`config.mk`:
```
export PLATFORM = sky130hd
export DESIGN_NAME = item_table_double_buffer
export DESIGN_NICKNAME = d
export VERILOG_FILES = /design/src/rtl/item_table_double_buffer_pkg.sv /design/src/rtl/item_write_checker.sv /design/src/rtl/item_table_double_buffer.sv
export SDC_FILE = /design/constraint.sdc
export NUM_CORES = 1
export LEC_CHECK = 0
export CORE_UTILIZATION = 57
export CTS_BUF_LIST = sky130_fd_sc_hd__clkbuf_2 sky130_fd_sc_hd__clkbuf_4 sky130_fd_sc_hd__clkbuf_8
export CTS_CLUSTER_SIZE = 12
export DETAILED_ROUTE_END_ITERATION = 10
export GPL_ROUTABILITY_DRIVEN = 1
export PLACE_DENSITY = 0.87
export RECOVER_POWER = 25
export SLEW_MARGIN = 40
export SYNTH_ARGS = -nofsm -noshare
export SYNTH_HDL_FRONTEND = slang
export SYNTH_SLANG_ARGS = --single-unit
```
`constraint.sdc`:
```
create_clock -name clk -period 4.75 [get_ports clk]
set_input_delay 0.7125 -clock clk [delete_from_list [all_inputs] [get_ports clk]]
set_output_delay 0.7125 -clock clk [all_outputs]
set_load 0.005 [all_outputs]
```
`src/rtl/item_table_double_buffer_pkg.sv`:
```
// Shared widths, field positions and FSM encoding for the item table and its write checkers.
package item_table_double_buffer_pkg;

  localparam int ITEM_W    = 14;
  localparam int NUM_SLOTS = 9;
  localparam int NUM_TILES = 192;
  localparam int SLOT_W    = 4;
  localparam int LOC_W     = 8;

  localparam int ID_MSB  = 13;
  localparam int ID_LSB  = 10;
  localparam int ORI_MSB = 9;
  localparam int ORI_LSB = 8;
  localparam int LOC_MSB = 7;
  localparam int LOC_LSB = 0;

  localparam logic [ITEM_W-1:0]        UNUSED_ITEM = 14'h3C00;
  localparam logic [ID_MSB-ID_LSB:0]   ID_UNUSED   = 4'hF;

  typedef enum logic {
    ST_IDLE    = 1'b0,
    ST_PENDING = 1'b1
  } state_t;

endpackage

```
`src/rtl/item_write_checker.sv`:
```
// Combinational legality check for a slot write; zero latency, no flow control of its own.
module item_write_checker
  import item_table_double_buffer_pkg::*;
(
  input  logic [SLOT_W-1:0] wr_slot,
  input  logic [ITEM_W-1:0] wr_item,
  output logic              slot_ok,
  output logic              loc_ok
);

  assign slot_ok = (wr_slot != '0) && (wr_slot <= SLOT_W'(NUM_SLOTS));

  // A slot clear (ID F) carries no meaningful location, so it is always legal.
  assign loc_ok = (wr_item[LOC_MSB:LOC_LSB] < LOC_W'(NUM_TILES)) ||
                  (wr_item[ID_MSB:ID_LSB] == ID_UNUSED);

endmodule

```
`src/rtl/item_table_double_buffer.sv`:
```
// Shadow/active item table: writes land in shadow next edge; a commit copies shadow to active
// at the swap point one edge later. Writes stall (wr_ready=0) while a commit is pending.
module item_table_double_buffer
  import item_table_double_buffer_pkg::*;
#(
  parameter int unsigned SWAP_LINE  = 480,
  parameter int unsigned SWAP_PIXEL = 0
) (
  input  logic              clk,
  input  logic              reset,
  input  logic              wr_valid,
  output logic              wr_ready,
  input  logic [SLOT_W-1:0] wr_slot,
  input  logic [ITEM_W-1:0] wr_item,
  output logic              wr_err,
  input  logic              commit,
  output logic              commit_pending,
  input  logic [9:0]        counter_V,
  input  logic [9:0]        counter_H,
  output logic              frame_swapped,
  output logic [ITEM_W-1:0] item_1,
  output logic [ITEM_W-1:0] item_2,
  output logic [ITEM_W-1:0] item_3,
  output logic [ITEM_W-1:0] item_4,
  output logic [ITEM_W-1:0] item_5,
  output logic [ITEM_W-1:0] item_6,
  output logic [ITEM_W-1:0] item_7,
  output logic [ITEM_W-1:0] item_8,
  output logic [ITEM_W-1:0] item_9
);

  logic [ITEM_W-1:0] shadow_q [1:NUM_SLOTS];
  logic [ITEM_W-1:0] active_q [1:NUM_SLOTS];
  state_t            state_q;
  logic              wr_err_q;
  logic              frame_swapped_q;

  logic slot_ok;
  logic loc_ok;
  logic wr_accept;
  logic swap_hit;

  item_write_checker u_checker (
    .wr_slot (wr_slot),
    .wr_item (wr_item),
    .slot_ok (slot_ok),
    .loc_ok  (loc_ok)
  );

  assign wr_ready  = !reset && (state_q == ST_IDLE);
  assign wr_accept = wr_valid && wr_ready;
  assign swap_hit  = (counter_V == 10'(SWAP_LINE)) && (counter_H == 10'(SWAP_PIXEL));

  always_ff @(posedge clk) begin
    if (reset) begin
      for (int i = 1; i <= NUM_SLOTS; i++) begin
        shadow_q[i] <= UNUSED_ITEM;
        active_q[i] <= UNUSED_ITEM;
      end
      state_q         <= ST_IDLE;
      wr_err_q        <= 1'b0;
      frame_swapped_q <= 1'b0;
    end else begin
      wr_err_q        <= wr_accept && !(slot_ok && loc_ok);
      frame_swapped_q <= 1'b0;

      if (wr_accept && slot_ok && loc_ok) begin
        for (int i = 1; i <= NUM_SLOTS; i++) begin
          if (wr_slot == SLOT_W'(i)) shadow_q[i] <= wr_item;
        end
      end

      // Shadow is frozen while pending (wr_ready low), so the copy is the committed image.
      case (state_q)
        ST_IDLE: begin
          if (commit) state_q <= ST_PENDING;
        end
        ST_PENDING: begin
          if (swap_hit) begin
            active_q        <= shadow_q;
            frame_swapped_q <= 1'b1;
            state_q         <= ST_IDLE;
          end
        end
        default: state_q <= ST_IDLE;
      endcase
    end
  end

  assign wr_err         = wr_err_q;
  assign frame_swapped  = frame_swapped_q;
  assign commit_pending = (state_q == ST_PENDING);

  assign item_1 = active_q[1];
  assign item_2 = active_q[2];
  assign item_3 = active_q[3];
  assign item_4 = active_q[4];
  assign item_5 = active_q[5];
  assign item_6 = active_q[6];
  assign item_7 = active_q[7];
  assign item_8 = active_q[8];
  assign item_9 = active_q[9];

endmodule

```
### Word-level counts from Yosys, hierarchy flattened

Index checks and enable logic that the tools add are counted.

| word-level totals | value |
|---|---|
| bits in registers | 255 |
| latch bits | 0 |
| bits in writable memories | 0 |
| bits in read-only memories | 0 |
| input port bits | 42 |
| output and inout port bits | 130 |
| logic and storage cells | 63 |
| memories | 0 |

| operators by class | value |
|---|---|
| add/sub/neg operators | 0 |
| multipliers | 0 |
| div/mod/pow operators | 0 |
| $lt $le $gt $ge | 2 |
| equal/unequal tests | 11 |
| shift-type cells | 0 |
| multiplexer cells | 4 |
| bitwise gates (word level) | 1 |
| reductions and logical operators | 24 |

Operator list:

| kind | count |
|---|---|
| 2-bit AND reduction | 10 |
| 4-bit by 3-bit equality test with 1-bit output (second input constant) | 4 |
| 4-bit equality test (second input constant) | 3 |
| 10-bit by 9-bit equality test with 1-bit output (second input constant) | 1 |
| 10-bit zero test | 1 |
| 4-bit by 2-bit equality test with 1-bit output (second input constant) | 2 |
| 1-bit logical AND | 8 |
| 8-bit less-than comparator (second input constant) | 1 |
| 4-bit by 1-bit equality test with 1-bit output (second input constant) | 1 |
| 4-bit <= comparator (second input constant) | 1 |
| 4-bit nonzero test | 1 |
| 1-bit 2-to-1 mux | 3 |
| 1-bit zero test | 2 |
| 1-bit case mux with 2 select lines | 1 |
| 2-bit OR reduction | 1 |
| 1-bit logical OR | 1 |
| 1-bit inverter | 1 |

### Depth between registers and ports, before layout

Gate-level depths: netlist of the first run.

| logic depth | value |
|---|---|
| depth in word-level cells | 6 |
| gate-level depth with buffers | 7 |
| mapped depth without buffers | 5 |

### Modules after synthesis

A second synthesis of the first run with hierarchy kept.

| second synthesis, totals | value |
|---|---|
| cell total of the unflattened synthesis | 1063 |
| area total of the unflattened synthesis | 9587.9 µm² |

By module, submodules not included:

| module | instances | cells an instance | area an instance (µm²) | seq. area each (µm²) |
|---|---|---|---|---|
| item_table_double_buffer | 1 | 1058 | 9556.7 | 5104.9 |
| item_write_checker | 1 | 5 | 31.3 | 0.0 |

### Worst setup path before layout of the first run

OpenSTA, ideal clock, no wires.

| timing path | value |
|---|---|
| path type | input-to-reg |
| start | input port counter_H[1] |
| end | register active_q (netlist bit item_1[0]) |
| library setup time | 0.117 ns |
| arrival | 2.281 ns |
| data required time | 4.633 ns |
| setup slack | 2.353 ns |
| cell stages on the path | 6 |
| path buffers | 2 |
| cells stage by stage | or4b_1 -> or3_1 -> o21a_1 -> buf_6 -> buf_6 -> a22o_1 |

| on the way | value |
|---|---|
| word-level cells in the longest chain between the ends | 3 |

Ends and longest elaborated chain:

| element | RTL line | text |
|---|---|---|
| start, declared | item_table_double_buffer.sv:19 | `input logic [9:0] counter_H,` |
| 10-bit zero test | item_table_double_buffer.sv:52 | `assign swap_hit = (counter_V == 10'(SWAP_LINE)) && (counter_H == 10'(SWAP_PIXEL));` |
| 1-bit logical AND | item_table_double_buffer.sv:52 |  |
| 2-bit AND reduction (no source line) | n/a |  |
| end signal, assigned | item_table_double_buffer.sv:80 | `active_q <= shadow_q;` |
| end, declared | item_table_double_buffer.sv:33 | `logic [ITEM_W-1:0] active_q [1:NUM_SLOTS];` |

No other way between the ends.
A chain may end at the register's enable or synchronous reset.

### Final worst setup path of the first run

| timing path | value |
|---|---|
| start | input port wr_item[6] |
| end | register shadow_q[113] (netlist name) |

| on the way | value |
|---|---|
| word-level cells in the longest chain between the ends | 4 |

Ends and longest elaborated chain:

| element | RTL line | text |
|---|---|---|
| start, declared | item_table_double_buffer.sv:14 | `input logic [ITEM_W-1:0] wr_item,` |
| 8-bit less-than comparator | item_write_checker.sv:14 | `assign loc_ok = (wr_item[LOC_MSB:LOC_LSB] < LOC_W'(NUM_TILES)) \|\|` |
| 1-bit logical OR | item_write_checker.sv:14 |  |
| 1-bit logical AND | item_table_double_buffer.sv:67 | `if (wr_accept && slot_ok && loc_ok) begin` |
| 2-bit AND reduction (no source line) | n/a |  |
| end signal, assigned by index | item_table_double_buffer.sv:69 | `if (wr_slot == SLOT_W'(i)) shadow_q[i] <= wr_item;` |
| end, declared | item_table_double_buffer.sv:32 | `logic [ITEM_W-1:0] shadow_q [1:NUM_SLOTS];` |

No other way between the ends.

==> results.ini, run 1 <==
[synthesis]
synth_top_cell_area_share_pct=59.2
synth-edff-count=0
yosysMostFrequentCell=dfxtp_1
ys_ff_latch=255
async_flop_share_pct=0
synth.avg_cell_area_um2=11.7
synth-main-ff-cell=dfxtp_1
ys_seq_area_share_pct=59.2
syn_area_um2=8630
yosys-top-cells-count=dfxtp_1 (255), mux2i_1 (126), nor2_1 (95)
ys_top_cells_by_area=dfxtp_1 (59%), mux2i_1 (15%), a22o_1 (9.1%)
yosysWarnings=0
yosys.area.top_type=dfxtp_1
synth.lib_cells_used.distinct=28
synthesis.nets=781
syn_inst=739

[cts]
clk_pin_slew_ns=0.06
post_cts_resized=0
cts_htree_levels=2
root_buffer=clkbuf_8
cts_sinks=255
cts_tree=yes
postCtsHoldBufs=0
ctsLongestPathBuffers=3
cts_buffers=39
post_cts_buffers=0
clk_latency_ns=0.52

[placement]
dpl_worst_slack_ns=1.35
place_hpwl_um=13600
port_buffers=171
finalWeightedCongestion=0.791

[pwr]
peakVddDrop_mv=0.290
leakage_uw=0.00520
power.total_uw=4140
p_per_area_nw_per_um2=369

[worst_setup_path]
crit_fanout=14
crit_type=input port to register
reg2reg_depth=5
max_stage_delay_ns=0.82
path_buf_inv=1
cp.arrival_ns=3.28
path_depth=5
start_kind=input port
crit_required_ns=5.12
end_kind=register
cpMaxStageDelayCell=clkdlybuf4s50_1
cp_cell_sequence=clkdlybuf4s50_1, nand2_1, o2111ai_4, mux2i_1, nor2_1
crit_family=buffers and inverters
r2r_slack_ns=2.54

[sta]
fin_skew_ns=0.0109
drv_slew=0
worst_slack_ns=1.84
fin_tns_setup_ns=0
rsz0062_at_grt=false
slew_headroom_pct=48.1
clock.fmax_mhz=344
finalSetupViolations=0
fin_crit_sh_pct=61.2
tightest_slew_ns=0.778
final-hold-violation-count=0
period_needed_ns=2.91

[routing]
final_antenna_net_count=0
routed_via_density=5.77
wl_um=21800
drtIter0Drc=373
wl_per_cell_um=19.8
dr.pass1.iters=8
drc_errors=24
vias=6374

[floorplan]
start_util_pct=58.9
die_area_um2=15600
rows=44
io_pins=172
fp.dieH_um=125
core_um2=14600
chipWidth_um=125

[global_route]
antenna_found_initial=0
grt_start_max_net_pins=94
globalRouteOverflowTotal=0
grt_pass1_vias=6428
grt_first_pass_wirelength_um=34100
grtUsageTotal_pct=27.7

[worst_hold_path]
worstHoldPathType=register to register
hold_depth=1

[status]
violations=design-rule violations
status=finished, violations left

[finish]
layout-drive-gt1-share_pct=9.77
area_delta_synth_final_pct=29.9
layout.nets=938
seq_area_um2=5100
diodes=0
multi_input_area_um2=3240
fillerInstances=923

[run]
maxCapViolations=0

-- layout make-up --
type | count | area share (%)
clock buffers | 66 | 7.21
inverters | 2 | 0.0670
multi-input cells | 417 | 29.0
flip-flops and latches | 255 | 45.6
well taps | 184 | 2.05
repair buffers | 181 | 16.2
-- routing by layer --
layer	up-vias	share of wire (%)	global-route usage, %
met4	0	2.4	11.8
li1	2952	-	-
met5	-	0	0
met3	39	7.3	6.80
met2	244	48	46.1
met1	3139	42	34.2
-- state kept, by name (all words and copies together) (netlist names) --
signal and cells:
item_8 14, item_1 14, item_7 14, commit_pending 1, item_3 14, shadow_q 126, item_6 14, item_9 14
frame_swapped 1, wr_err 1, item_4 14, item_2 14, item_5 14
-- cell families (layout without fill, tap and decap cells) --
logic type             after synthesis  in the layout  share of synthesized area [%]
AOI/OAI and AO/OA                  139            139                           14.7
muxes                              126            126                           14.6
buffers and inverters               67            249                           4.22
and+or+nand+nor                    152            152                           7.30
DFF                                255            255                           59.2
-- metrics by stage --
| stage | std cells | cell area, um^2 | hold slack, ns | util (%) |
|---|---|---|---|---|
| floorplan | 739 | 8630 | 0.436 | - |
| global placement | 1037 | 10300 | 0.446 | 70.3 |
| detailed placement | 1038 | 10400 | 0.454 | 71.0 |
| CTS | 1104 | 11200 | 0.468 | 76.5 |
| global route | 1105 | 11200 | 0.480 | 76.5 |
| finish | 1105 | 11200 | 0.467 | 76.5 |
-- final timing paths --
path / end / startpoint
min: item_5[4] / shadow_q[60]
max reg2reg: shadow_q[113] / commit_pending
min reg2reg: item_5[4] / shadow_q[60]
max: shadow_q[113] / wr_item[6]
-- cells in the final DEF (no fill, tap or decap) --
cell               n
a22o_1            90
and2_1             2
and4_1             2
buf_12             2
buf_2              1
buf_4              7
buf_6              1
clkbuf_4          16
clkbuf_8          50
clkdlybuf4s50_1   74
dfxtp_1          255
dlygate4sd3_1     96
inv_1              1
inv_2              1
mux2i_1          126
nand2_1           39
nand2b_1           1
nand4_1            1
nor2_1            95
nor2b_1            5
nor3b_4            1
nor4_1             3
nor4bb_1           1
o2111ai_2          3
o2111ai_4          6
o211ai_1           1
o21a_4             1
o21ai_0            1
o21ai_2            1
o22a_1            36
or3_1              1
or4b_1             1
-- power by group --
group	internal, uW	switching [uW]
Sequential	2140	4.74
Combinational	51.9	91.3
Clock	1060	784
Total	3260	880
(Power assumes the default switching activity.)
==> run 2: changes to the inputs <==
--- a/config.mk
+++ b/config.mk
@@ -5,12 +5,12 @@
 export SDC_FILE = /design/constraint.sdc
 export NUM_CORES = 1
 export LEC_CHECK = 0
-export CORE_UTILIZATION = 57
+export CORE_UTILIZATION = 53
 export CTS_BUF_LIST = sky130_fd_sc_hd__clkbuf_2 sky130_fd_sc_hd__clkbuf_4 sky130_fd_sc_hd__clkbuf_8
 export CTS_CLUSTER_SIZE = 12
 export DETAILED_ROUTE_END_ITERATION = 10
 export GPL_ROUTABILITY_DRIVEN = 1
-export PLACE_DENSITY = 0.87
+export PLACE_DENSITY = 0.82
 export RECOVER_POWER = 25
 export SLEW_MARGIN = 40
 export SYNTH_ARGS = -nofsm -noshare
==> constraint.sdc (replaced) <==
create_clock -name clk -period 3 [get_ports clk]
set_input_delay 0.45 -clock clk [delete_from_list [all_inputs] [get_ports clk]]
set_output_delay 0.45 -clock clk [all_outputs]
set_load 0.005 [all_outputs]
==> results.ini, run 2 (synthesized netlist as in run 1, its figures left out) <==
[worst_setup_path]
end_kind=register
r2r_slack_ns=0.86
crit_required_ns=3.38
r2r-start=commit_pending
reg2reg_depth=6
crit_type=input port to register
crit_fanout=14
cp.arrival_ns=2.81
reg2reg_to=shadow_q[27]
start_kind=input port

[sta]
fin_tns_setup_ns=0
tightest_slew_ns=1.10
finalSetupViolations=0
worst_slack_ns=0.570
fin_skew_ns=0.00616
drv_slew=0
final-hold-violation-count=0
period_needed_ns=2.43
fin_crit_sh_pct=81.0
rsz0062_at_grt=false
clock.fmax_mhz=411
slew_headroom_pct=26.8

[finish]
layout_common_cells=dfxtp_1 (255), mux2i_1 (126), nor2_1 (95)
multi_input_area_um2=3150
area_delta_synth_final_pct=30.7
largest_reg_flops=126
largest_register=shadow_q
layout.nets=953
diodes=0
layout-drive-gt1-share_pct=10.4
layout_commonest_cell=dfxtp_1
fillerInstances=1145
seq_area_um2=5100

[cts]
clk_pin_slew_ns=0.06
clk_latency_ns=0.50
cts_buffers=38
cts_tree=yes
postCtsHoldBufs=0
post_cts_resized=0
cts_htree_levels=2
post_cts_buffers=0
root_buffer=clkbuf_8
cts_sinks=255
ctsLongestPathBuffers=3

[global_route]
antenna_found_initial=0
grt_first_pass_wirelength_um=32000
globalRouteOverflowTotal=0
grt_start_max_net_pins=92
grtUsageTotal_pct=24.5
grt_pass1_vias=6180

[run]
maxCapViolations=0

[floorplan]
start_util_pct=54.3
core_um2=15900
chipWidth_um=130
io_pins=172
die_area_um2=16800
fp.dieH_um=130
rows=46

[pwr]
p_per_area_nw_per_um2=575
peakVddDrop_mv=0.341
power.total_uw=6480
leakage_uw=0.00525

[worst_hold_path]
min_to=item_8[12]
worstHoldPathType=register to register
hold_depth=1
hold_start=shadow_q[26]

[placement]
finalWeightedCongestion=0.818
dpl_worst_slack_ns=0.203
port_buffers=171
place_hpwl_um=13300

[routing]
wl_per_cell_um=17.8
vias=6292
drtIter0Drc=368
wl_um=20500
dr.pass1.iters=5
routed_via_density=5.46
final_antenna_net_count=0
drc_errors=0

[status]
status=finished clean

==> run 2: where the power goes <==
part / internal, uW / switching [uW]
clock: 1620 / 1230
sequential: 3400 / 6.01
combinational: 92.0 / 136
==> run 2: how the worst max path moves through the flow <==
stage	to	slack [ns]	start	cells after the start
after floorplan	item_1[0]	0.87	counter_H[1]	6
after global placement	item_7[2]	0.19	counter_H[0]	5
after detailed placement	item_6[5]	0.20	counter_H[0]	6
after CTS	item_1[9]	0.73	counter_H[0]	6
after global routing	shadow_q[27]	0.36	wr_item[6]	6
final	shadow_q[27]	0.57	wr_item[6]	6
==> run 2: cell type report <==
class | instances | area share [%]
Multi-Input combinational cell | 417 | 27.9
Tap cell | 216 | 2.40
Clock inverter | 4 | 0.177
Clock buffer | 61 | 6.83
Timing Repair Buffer | 197 | 17.3
Sequential cell | 255 | 45.3
Inverter | 2 | 0.0666
==> run 2: worst max-delay path, stage by stage <==
cell and delay [ns]:
dlygate4sd3_1 0.58, nand2_1 0.29, o2111ai_1 0.29, clkbuf_1 0.83
mux2i_1 0.30, nand2_1 0.07
==> run 2: per-stage QoR <==
step	utilization, %	std cells	hold slack [ns]	cell area (um^2)
2_1_floorplan	-	739	0.436	8630
3_3_place_gp	65.9	1085	0.443	10500
3_5_place_dp	66.2	1087	0.449	10500
4_1_cts	71.2	1152	0.466	11300
5_1_grt	71.0	1152	0.476	11300
6_report	71.0	1152	0.465	11300
==> run 2: per-layer routing <==
layer / routed length, um / vias to the layer above / GRT usage, %
met5: 0 / - / 0
met4: 311 / 0 / 8.00
met3: 1460 / 24 / 4.67
met2: 9660 / 245 / 39.4
met1: 9060 / 3048 / 33.2
li1: - / 2975 / -
